[src/rtl/instruction_fetch_if.sv]
// Instruction-memory read port: request/address out, data-valid/data back.
// Request is held with a stable address until a cycle with ack; no other backpressure.
interface instruction_fetch_if;
  logic        imem_req;
  logic [63:0] imem_addr;
  logic        imem_ack;
  logic [31:0] imem_rdata;

  modport master (
    output imem_req,
    output imem_addr,
    input  imem_ack,
    input  imem_rdata
  );

  modport slave (
    input  imem_req,
    input  imem_addr,
    output imem_ack,
    output imem_rdata
  );
endinterface

[src/rtl/instruction_fetch.sv]
// PC/IR fetch stage: one outstanding read, min 2 edges (IL edge, ack edge), unbounded wait.
// Memory stalls by withholding ack; PS/IL from control are ignored while busy.
module instruction_fetch #(
  parameter logic [63:0] RESET_PC = 64'h0
) (
  input  logic                       clock,
  input  logic                       reset,
  input  logic [1:0]                 PS,
  input  logic                       IL,
  input  logic                       PC_sel,
  input  logic [63:0]                K,
  input  logic [63:0]                reg_A,
  instruction_fetch_if.master        imem,
  output logic [31:0]                instruction,
  output logic [63:0]                PC,
  output logic [63:0]                PC4,
  output logic                       busy,
  output logic                       fault
);

  typedef enum logic {IDLE, WAIT} state_t;

  state_t      state;
  state_t      next_state;
  logic        fetch_go;
  logic        set_fault;
  logic [63:0] instr_addr;
  logic [63:0] addr_q;
  logic [63:0] offset_x4;
  logic [63:0] pc_next;
  logic        k_unused;

  assign k_unused = ^K[63:26];

  // Offset is word-granular, so it is sign-extended and scaled by 4 in one step.
  assign offset_x4 = PC_sel ? {{36{K[25]}}, K[25:0], 2'b00}
                            : {{43{K[18]}}, K[18:0], 2'b00};

  always_comb begin
    case (PS)
      2'b01:   pc_next = PC + 64'd4;
      2'b10:   pc_next = reg_A;
      2'b11:   pc_next = instr_addr + offset_x4;
      default: pc_next = PC;
    endcase
  end

  always_ff @(posedge clock) begin
    if (reset) begin
      state <= IDLE;
    end else begin
      state <= next_state;
    end
  end

  always_comb begin
    next_state = state;
    fetch_go   = 1'b0;
    set_fault  = 1'b0;
    case (state)
      IDLE: begin
        if (IL && !fault) begin
          if (PC[1:0] == 2'b00) begin
            fetch_go   = 1'b1;
            next_state = WAIT;
          end else begin
            set_fault  = 1'b1;
          end
        end
      end
      WAIT: begin
        if (imem.imem_ack) begin
          next_state = IDLE;
        end
      end
      default: next_state = IDLE;
    endcase
  end

  always_ff @(posedge clock) begin
    if (reset) begin
      PC          <= RESET_PC;
      instr_addr  <= RESET_PC;
      PC4         <= RESET_PC + 64'd4;
      addr_q      <= 64'd0;
      instruction <= 32'd0;
      fault       <= 1'b0;
    end else begin
      // A fetch launched this edge uses the pre-update PC; PC still takes the PS result.
      if (state == IDLE) begin
        PC <= pc_next;
      end
      if (fetch_go) begin
        addr_q     <= PC;
        instr_addr <= PC;
        PC4        <= PC + 64'd4;
      end
      if (set_fault) begin
        fault <= 1'b1;
      end
      if ((state == WAIT) && imem.imem_ack) begin
        instruction <= imem.imem_rdata;
      end
    end
  end

  assign busy           = (state == WAIT);
  assign imem.imem_req  = (state == WAIT);
  assign imem.imem_addr = addr_q;

endmodule
[src/flat_wrapper.sv]
// flat-port wrapper written by rule: the top's interface ports become plain ports
module instruction_fetch_flat 
#(
  parameter logic [63:0] RESET_PC = 64'h0
)
  (clock, reset, PS, IL, PC_sel, K, reg_A, instruction, PC, PC4, busy, fault, imem_imem_req, imem_imem_addr, imem_imem_ack, imem_imem_rdata);
  instruction_fetch_if imem_i ();
  input  logic clock;
  input  logic reset;
  input  logic [1:0] PS;
  input  logic IL;
  input  logic PC_sel;
  input  logic [63:0] K;
  input  logic [63:0] reg_A;
  output logic [31:0] instruction;
  output logic [63:0] PC;
  output logic [63:0] PC4;
  output logic busy;
  output logic fault;
  output wire logic [$bits(imem_i.imem_req)-1:0] imem_imem_req;
  output wire logic [$bits(imem_i.imem_addr)-1:0] imem_imem_addr;
  input wire logic [$bits(imem_i.imem_ack)-1:0] imem_imem_ack;
  input wire logic [$bits(imem_i.imem_rdata)-1:0] imem_imem_rdata;
  assign imem_imem_req = imem_i.imem_req;
  assign imem_imem_addr = imem_i.imem_addr;
  assign imem_i.imem_ack = imem_imem_ack;
  assign imem_i.imem_rdata = imem_imem_rdata;
  instruction_fetch #(.RESET_PC(RESET_PC)) u_core (.clock(clock), .reset(reset), .PS(PS), .IL(IL), .PC_sel(PC_sel), .K(K), .reg_A(reg_A), .imem(imem_i), .instruction(instruction), .PC(PC), .PC4(PC4), .busy(busy), .fault(fault));
endmodule
[config.mk]
export PLATFORM = sky130hd
export DESIGN_NAME = instruction_fetch_flat
export DESIGN_NICKNAME = d
export VERILOG_FILES = /design/src/rtl/instruction_fetch_if.sv /design/src/rtl/instruction_fetch.sv /design/src/flat_wrapper.sv
export SDC_FILE = /design/constraint.sdc
export NUM_CORES = 1
export LEC_CHECK = 0
export ABC_CLOCK_PERIOD_IN_PS = 4800
export CAP_MARGIN = 20
export CORE_MARGIN = 8
export CORE_UTILIZATION = 44
export DETAILED_ROUTE_END_ITERATION = 7
export GPL_TIMING_DRIVEN = 0
export PLACE_DENSITY = 0.84
export SLEW_MARGIN = 10
export SYNTH_ARGS = -nofsm -noshare
export SYNTH_HDL_FRONTEND = slang
export SYNTH_SLANG_ARGS = --single-unit
[constraint.sdc]
create_clock -name clock -period 4.8 [get_ports clock]
set_clock_uncertainty 0.1 [all_clocks]
set_input_delay 0.96 -clock clock [delete_from_list [all_inputs] [get_ports clock]]
set_output_delay 0.96 -clock clock [all_outputs]
set_load 0.02 [all_outputs]
==> flow_summary.json <==
{
  "status": "completed",
  "wl_um": 71630,
  "final-setup-viol-count": 0,
  "worst_hold_path_type": "reg -> reg",
  "seq_power_share_pct": 34.5,
  "numCtsBuffers": 26,
  "root_buffer": "clkbuf_16",
  "async_flop_share_pct": 0,
  "rows": 65,
  "critical_path_class": "in -> reg",
  "finalMaxSlewViolations": 0,
  "tritoncts": "done",
  "drc": 0,
  "timing.rr.end": "u_core.PC[32]",
  "initial_utilization_pct": 44.76,
  "nets": 2546,
  "dr.first_iter.drc_count": 2079,
  "sw_frac_of_total_pct": 35.75,
  "syn_nets": 2163,
  "yosysWarnings": 0,
  "p_total_w": 0.006459,
  "rrSetupSlack_ns": 0.96,
  "netSwitchingPower_w": 0.002309,
  "io_pins": 394,
  "overflow": 0,
  "p_int_w": 0.004151,
  "grt_pass1_wl_um": 104600,
  "clk_pin_slew_ns": 0.07,
  "vias": 17130,
  "track_usage_pct": 35.56,
  "syn_to_final_growth_pct": 35.91,
  "min_path_cells": 2,
  "drtAntennaViolNets": 0,
  "rsz0062_at_grt": "false",
  "synth_area_sq_um": 14120,
  "dr.pass1.iters": 6,
  "timing.fmax_ghz": 0.2159,
  "clock_sink_count": 224,
  "die_y_um": 195.2,
  "core_area_sq_um": 31560,
  "cap_violations": 0,
  "netlist_instances": 1933,
  "grt_max_degree": 30,
  "power_frac_comb_pct": 30.0,
  "p_leak_nw": 7.121,
  "required_ns": 5.19,
  "yosysSeqAreaShare_pct": 31.75,
  "cts.path.max_buffers": 3,
  "power_density_nw_per_um2": 336.5,
  "regToRegStartpoint": "u_core.imem.imem_addr[2]",
  "drive_gt1_share_pct": 3.682,
  "die_x_um": 195.2,
  "final_util_pct": 60.83,
  "synth_cell_types": 70,
  "vdd_drop_max_mv": 0.2544,
  "ys_ff_latch": 224,
  "hold_buffers": 0,
  "antenna_cells": 0,
  "preCtsSetupSlack_ns": -0.7741,
  "critPathArrivalTime_ns": 5.02,
  "place_congestion": 1.011,
  "worstPathMaxFanout": 29,
  "critPathLaunchType": "input port",
  "hold_end": "u_core.instruction[27]",
  "tightest_slew_ns": 1.193,
  "avgRoutedWirePerCell_um": 26.16,
  "io_buffers": 353,
  "antenna_found_initial": 0,
  "synth-edff-count": 0,
  "hold_viol_final": 0,
  "clk-insertion-delay-late_ns": 0.56,
  "avgViaCountPerCell": 6.256,
  "fin_crit_sh_pct": 96.50,
  "fin_crit_ns": 4.632,
  "clkPwrFrac_pct": 35.5,
  "max-slew-margin-rel_pct": 20.44,
  "timing.final.ws_setup_ns": 0.1678,
  "die_area_sq_um": 38090,
  "rr_worst_depth": 12,
  "avgSynthCellArea_sq_um": 7.307,
  "cts_post_setup_buffers_inserted": 0,
  "cts_max_level": 1,
  "worstSetupEndpointType": "flop",
  "grt_pass1_vias": 16590,
  "ys.flop_type": "dfxtp_1",
  "min_from": "u_core.instruction[27]",
  "dp_hpwl_um": 56400
}
cell families after synthesis:
| family | Yosys count | synth area share [%] |
|---|---|---|
| xor+xnor | 110 | 6.821 |
| flops | 224 | 31.75 |
| compound gates | 616 | 27.04 |
| fa+ha+maj | 63 | 5.634 |
| buf+inv | 172 | 4.757 |
| simple gates | 737 | 23.20 |
| mux | 11 | 0.7973 |
layer usage:
layer | track usage [%] | part of all wire [%] | vias to the layer above
li1 | - | - | 7683
met2 | 57.31 | 45 | 1125
met3 | 6.912 | 10 | 220
met4 | 18.02 | 5.7 | 0
met5 | 0 | 0 | -
met1 | 44.82 | 39 | 8100
worst max path at each step:
stage	start	slack, ns	cells past startpoint	to
final	K[18]	0.17	15	u_core.PC[56]
after CTS	K[18]	0.07	15	u_core.PC[56]
after global placement	K[18]	-1.70	14	u_core.PC[53]
after floorplan	PC_sel	0.05	14	u_core.PC[56]
after global routing	K[18]	0.07	15	u_core.PC[61]
after detailed placement	K[18]	-0.77	14	u_core.PC[56]
area by class of cell:
type / count / area [sq um]
timing repair buffer: 356 / 3566
sequential: 224 / 4484
multi-input combinational: 1537 / 9004
tap: 402 / 503.0
fill: 2850 / 12360
inverter: 28 / 105.1
buffer: 143 / 563.0
clock inverter: 17 / 249.0
clock buffer: 31 / 720.7
per-stage QoR:
step | hold WS [ns] | instances | setup TNS [ns] | instance area (sq um)
after floorplan | 0.4342 | 1933 | 0 | 14120
after global placement | 0.3426 | 2688 | -38.70 | 18160
after detailed placement | 0.3465 | 2691 | -8.737 | 18200
after CTS | 0.3546 | 2739 | 0 | 19180
after global routing | 0.3745 | 2738 | 0 | 19190
final | 0.3532 | 2738 | 0 | 19190
Yosys cell counts (9+ instances only):
cell,count,share of area [%]
xor2_1,51,3.2
o21ai_0,102,3.6
nor2_1,215,5.7
and4_1,13,0.81
and3_1,22,0.97
clkbuf_1,123,3.3
nand2_1,308,8.2
a211o_1,15,0.93
nand3_1,45,1.6
nand4_1,41,1.8
a31oi_1,18,0.80
inv_1,27,0.72
o21bai_1,16,0.85
a21o_1,39,2.1
a211oi_1,79,4.2
nor3_1,41,1.5
mux2i_1,9,0.64
o22ai_1,10,0.44
ha_1,62,5.5
dfxtp_1,224,32
a21boi_0,10,0.53
a21oi_1,245,8.7
o21a_1,12,0.64
xnor2_1,59,3.7
power groups by stage:
stage / Sequential [W] / Combinational (W) / Clock, W
6_report: 0.00223 / 0.00194 / 0.00229
2_1_floorplan: 0.00239 / 0.000837 / 0
5_1_grt: 0.00224 / 0.00205 / 0.00235
3_3_place_gp: 0.00226 / 0.00186 / 0
4_1_cts: 0.00222 / 0.00190 / 0.00229
3_5_place_dp: 0.00226 / 0.00188 / 0
sequential cells by signal, indices dropped and copies added (netlist names):
signal,cells
u_core.fault,1
u_core.busy,1
u_core.PC4,64
u_core.imem.imem_addr,62
u_core.PC,64
u_core.instruction,32
cells in the final DEF (no fill, tap or decap), drive strengths merged, types with 45 or more instances in the layout:
master / n
clkdlybuf4s50: 353
nand2: 308
a21oi: 246
dfxtp: 224
nor2: 215
clkbuf: 154
o21ai: 102
a211oi: 79
ha: 62
xnor2: 59
xor2: 51
nand3: 45
timing repair:
action,4_1_cts,5_1_grt
resized for setup,3,4
pin swaps,0,1
setup endpoints to repair,5,13
worst max-delay path, cell delays in order:
cell and delay, ns:
clkdlybuf4s50_1 0.45, nand2b_2 0.18, nand2_4 0.18, buf_12 0.22, ha_1 0.29, clkbuf_1 0.28
nand2_1 0.18, nor2_1 0.35, and3_1 0.29, o31a_1 0.30, o31ai_1 0.19, a21oi_2 0.30
o21ai_0 0.23, or3b_2 0.50, nand3_1 0.11
Note: power is estimated with default switching activity, not from simulation.
